## config.mk

```make
export PLATFORM = sky130hd
export DESIGN_NAME = dmem_responder
export DESIGN_NICKNAME = d
export VERILOG_FILES = /design/src/rtl/dmem_responder.sv
export SDC_FILE = /design/constraint.sdc
export NUM_CORES = 2
export LEC_CHECK = 0
export ABC_AREA = 1
export ABC_CLOCK_PERIOD_IN_PS = 3400
export BUFFER_PORTS_ARGS = -buffer_cell sky130_fd_sc_hd__buf_2
export CORE_MARGIN = 5
export CORE_UTILIZATION = 35
export CTS_CLUSTER_DIAMETER = 150
export DETAILED_ROUTE_END_ITERATION = 10
export MAX_ROUTING_LAYER = met4
export SYNTH_ARGS = -nofsm -noshare
export SYNTH_HDL_FRONTEND = slang
export SYNTH_SLANG_ARGS = --single-unit
```

## constraint.sdc

```tcl
create_clock -name clk -period 3.4 [get_ports clk]
set_input_delay 0.17 -clock clk [delete_from_list [all_inputs] [get_ports clk]]
set_output_delay 0.17 -clock clk [all_outputs]
set_load 0.05 [all_outputs]
```

## src/rtl/dmem_responder.sv

```systemverilog
// Data-memory responder: one 64-bit load/store per transaction, fixed LATENCY
// between request acceptance and a one-cycle response pulse.
module dmem_responder #(
    parameter int DEPTH_WORDS = 32,
    parameter int LATENCY     = 2
) (
    input  logic        clk,
    input  logic        reset,
    input  logic        req_valid,
    output logic        req_ready,
    input  logic        req_write,
    input  logic [63:0] req_addr,
    input  logic [63:0] req_wdata,
    output logic        resp_valid,
    output logic [63:0] resp_rdata,
    output logic        resp_error,
    output logic        stall,
    output logic [63:0] dbg_word0,
    output logic [1:0]  dbg_state
);

    localparam int          AW    = $clog2(DEPTH_WORDS);
    localparam int          CW    = (LATENCY > 1) ? $clog2(LATENCY) : 1;
    localparam logic [63:0] LIMIT = 64'(DEPTH_WORDS) * 64'd8;

    typedef enum logic [1:0] {
        S_IDLE = 2'd0,
        S_WAIT = 2'd1,
        S_RESP = 2'd2
    } state_t;

    state_t        r_state;
    logic          r_req_ready;
    logic          r_resp_valid;
    logic          r_resp_error;
    logic [63:0]   r_resp_rdata;
    logic          r_write;
    logic [63:0]   r_addr;
    logic [63:0]   r_wdata;
    logic [CW-1:0] r_cnt;
    logic [63:0]   r_mem [DEPTH_WORDS];

    logic          w_err;
    logic [AW-1:0] w_idx;

    // Decode works on the latched address, so inputs only matter at the accept edge.
    assign w_err = (r_addr[2:0] != 3'b000) || (r_addr >= LIMIT);
    assign w_idx = r_addr[3 +: AW];

    // Handshake: a request transfers on a rising edge where req_valid and req_ready
    // are both high; the response is a single resp_valid pulse with no backpressure.
    always_ff @(posedge clk) begin
        if (reset) begin
            r_state      <= S_IDLE;
            r_req_ready  <= 1'b1;
            r_resp_valid <= 1'b0;
            r_resp_rdata <= '0;
            r_resp_error <= 1'b0;
            r_write      <= 1'b0;
            r_addr       <= '0;
            r_wdata      <= '0;
            r_cnt        <= '0;
            for (int i = 0; i < DEPTH_WORDS; i++) begin
                r_mem[i] <= '0;
            end
        end else begin
            case (r_state)
                S_IDLE: begin
                    if (req_valid) begin
                        r_write     <= req_write;
                        r_addr      <= req_addr;
                        r_wdata     <= req_wdata;
                        r_cnt       <= CW'(LATENCY - 1);
                        r_req_ready <= 1'b0;
                        r_state     <= S_WAIT;
                    end
                end
                S_WAIT: begin
                    if (r_cnt != '0) begin
                        r_cnt <= r_cnt - CW'(1);
                    end else begin
                        r_state      <= S_RESP;
                        r_resp_valid <= 1'b1;
                        r_resp_error <= w_err;
                        if (w_err || r_write) begin
                            r_resp_rdata <= '0;
                        end else begin
                            r_resp_rdata <= r_mem[w_idx];
                        end
                        if (!w_err && r_write) begin
                            r_mem[w_idx] <= r_wdata;
                        end
                    end
                end
                S_RESP: begin
                    r_state      <= S_IDLE;
                    r_req_ready  <= 1'b1;
                    r_resp_valid <= 1'b0;
                    r_resp_rdata <= '0;
                    r_resp_error <= 1'b0;
                end
                default: begin
                    r_state     <= S_IDLE;
                    r_req_ready <= 1'b1;
                end
            endcase
        end
    end

    assign req_ready  = r_req_ready;
    assign resp_valid = r_resp_valid;
    assign resp_rdata = r_resp_rdata;
    assign resp_error = r_resp_error;
    assign stall      = req_valid & ~r_req_ready;
    assign dbg_word0  = r_mem[0];
    assign dbg_state  = r_state;

endmodule

```

==> summary.txt <==
Number of max-slew violations in the final report: 0
Xor and xnor fraction of the mapped netlist area: 0%
Start of the worst register-to-register path: r_addr[23]
Quantity of I/O buffers inserted on ports: 265
Number of hold-slack violations in the final timing report: 0
Run status: complete, no violations
Worst voltage drop across the vdd grid: 0.442 mV
Post-route cell area: 0.113 sq mm
Number of buffers on the longest clock path: 4
TritonCTS clock tree: yes
Post-synthesis share of cell area spent on and, or, nand and nor gates: 27.3%
Count of final setup violators: 0
Power consumption: 64.7 mW
Compound-cell area share of the yosys netlist: 1.35%
Count of warnings emitted by yosys: 0
Placed insts: 13300
Mean instance size in the synthesized netlist: 9.90 sq um
Post-synthesis instance area: 0.0990 sq mm
Critical Path, Cell by Cell: nor2_1 -> nand2_1 -> nor2_1 -> nand2_1 -> nor2_1 -> nand3_1 -> nor2_4 -> buf_12 -> nand4_1 -> nand2_4 -> buf_12
Relative max-transition margin: 19.1%
Number of instances on the worst hold path: 4
Pin count of the biggest net entering global routing: 165
Vias: 75000
Minimum clock period after layout: 3030 ps
Clock slew at the register clock pins of the worst setup and hold paths: 60 ps
Capturing element type of the critical path: flip-flop
Yosys reg bits: 2252
Detail-routed via count per cell: 5.38
Post-detailed-placement half-perimeter wirelength: 190000 microns
Starting density of the core: 35.1%
Worst Hold Endpoint: r_addr[10]
Register-to-register setup slack: 370 ps
Final total negative setup slack: 0 ps
Slew @ Worst Pin: 1210 ps
Fin crit share: 89.2%
RD Place Congestion: 0.849
Sequential cell area fraction in the yosys report: 66.2%
Core outline area: 0.282 sq mm
Cells resized by post-CTS repair: 0
Placed cell areas: 0.104 sq mm
Growth of design area from synthesis to finish: 14.1%
Overflow after GRT: 0
Start point of the worst min-delay path: req_addr[10]
Worst-path cell with the longest stage delay: nor2_4
Wire length after detailed routing: 331000 microns
Clock tree skew after final layout: 78.5 ps
I/O pin count: 266
Number of global-route vias before repair: 71900
Maximum fanout count along the critical path: 26
Gate Count Post-Synth: 10000
Floorplan die height: 542 microns
Endpoint arrival time on the critical path: 3560 ps
Non-filler cells in the finished layout: 13900
CTS Buf Count: 236
Fraction of layout instances using a drive strength above 1: 9.78%
Hold/Removal Path Class: primary input to flip-flop
Global Route Usage Sum: 22.4%
Largest stage delay on the critical path: 420 ps
Number of max-capacitance violations reported: 0
Worst reg2reg endpoint: r_mem[15][52]
Wire length of the first global-routing pass: 484000 microns
Post-route ant nets: 0
Clock root buffer: clkbuf_16
Most used cell along the critical path: nor2_1
Depth of the worst register-to-register path: 11
Leakage component of the power: 41.1 nW
Htree depth: 4
Total power per unit cell area: 573 mW/mm^2
Full die area: 0.294 sq mm
Std-Cell Rows: 195
DR DRC count: 0
Antenna violations before repair: 6
Unrepaired setup endpoints after global routing: no
DR pass1 iterations: 8
Clock latency of the later-clocked register in the worst-skew pair: 910 ps
Final #Nets: 10100
X dimension of the die: 542 microns
Initial drt markers: 9814
Critical path class: flip-flop to flip-flop
Largest family of logic cells by synthesized area: simple AND/OR/NAND/NOR gates
Adder-cell area share of the yosys netlist: 0%
Multiplexer share of the synthesized area: 0%
Max frequency: 330 MHz
Post-synth net total: 10100
# clock sinks: 2252
Average detailed-routed wire length per instance: 23.8 microns
Required time of the worst setup path: 3930 ps
Distinct cell type count of the synthesized netlist: 23
Critical path startpoint category: flip-flop
## worst max path at each step
stage                       startpoint  slack (ps)       endpoint
after global placement      r_addr[56]         260  r_mem[11][10]
after CTS                   r_addr[56]         420   r_mem[21][5]
after global routing        r_addr[23]         220  r_mem[11][44]
after floorplan           dbg_state[0]         150    r_mem[8][0]
after detailed placement    r_addr[56]         490   r_mem[15][1]
final                       r_addr[23]         370  r_mem[15][52]
## state kept, by name (all words and copies together), names as in the netlist, 2 cells and up, named ones only
signal / flops
dbg_state: 2
resp_rdata: 64
r_mem: 2048
r_wdata: 64
r_addr: 64
## Yosys cell counts
master / n / area share [%]
buf_6: 153 / 1.7
or2_2: 1 / 0.0063
buf_1: 81 / 0.31
nand4_2: 17 / 0.21
inv_2: 4 / 0.015
o21ai_0: 131 / 0.66
nor3_1: 10 / 0.051
a21oi_1: 137 / 0.69
buf_2: 55 / 0.28
clkinv_1: 3 / 0.011
edfxtp_1: 2048 / 62
nand2_1: 2292 / 8.7
buf_4: 20 / 0.15
dfxtp_1: 204 / 4.1
inv_1: 75 / 0.28
nor2_2: 42 / 0.27
nor2_4: 2 / 0.023
nand4_1: 16 / 0.10
or2_4: 1 / 0.0088
nand3_1: 1922 / 9.7
nand2_2: 1 / 0.0063
clkbuf_1: 620 / 2.4
nor2_1: 2165 / 8.2
## power breakdown
part | switching (mW) | internal (mW) | total (mW)
sequential | 0.349 | 31.1 | 31.4
clock | 11.0 | 14.7 | 25.7
combinational | 5.83 | 1.76 | 7.59
## layout by cell type (no fill, tap or decap), drive strengths merged
| master | n |
|---|---|
| nand3 | 1922 |
| nand4 | 33 |
| dlygate4sd3 | 188 |
| diode | 3 |
| bufinv | 22 |
| a21oi | 137 |
| edfxtp | 2048 |
| dfxtp | 204 |
| buf | 501 |
| clkbuf | 305 |
| clkinv | 97 |
| nor3 | 10 |
| nand2 | 2293 |
| inv | 79 |
| o21ai | 131 |
| or2 | 2 |
| clkinvlp | 8 |
| nor2 | 2209 |
## cell families (layout without fill, tap and decap cells)
kind of cell / count (synthesis) / in the layout
compound gates: 268 / 268
buf+inv: 1011 / 1200
flops: 2252 / 2252
other cells: 0 / 3
simple gates: 6469 / 6469
## area by class of cell
class | instances | area, sq um
Fill cell | 27100 | 169000
Sequential cell | 2252 | 65600
Multi-Input combinational cell | 6737 | 28800
Clock buffer | 305 | 6300
Timing Repair Buffer | 689 | 6060
Tap cell | 3743 | 4680
Clock inverter | 124 | 1210
Inverter | 82 | 349
Antenna cell | 3 | 7.51
## per-layer routing
metal | vias up | wire (microns) | global-route usage (%)
met5 | - | 0 | -
met4 | 0 | 13500 | 8.05
met3 | 572 | 31700 | 3.78
met2 | 4023 | 152000 | 34.6
met1 | 36700 | 133000 | 30.0
li1 | 33700 | - | -
## timing repair
action / CTS / global route
hold endpoints to repair: 141 / 0
setup buffers: 0 / 0
hold buffers: 188 / 0
## stage by stage
step                      hold slack (ps)  util [%]  worst slack, ps
after floorplan                       305         -              152
after global placement                393      36.7              259
after detailed placement              398      36.7              493
after CTS                           0.330      40.0              425
after global routing                 50.4      40.1              216
final                                62.8      40.1              367
## critical path: cells and delay by family, from the launching register on
family,cells,cell delay (ps)
DFF,1,330
buffers and inverters,2,500
and+or+nand+nor,9,1740
(Power assumes the default switching activity.)
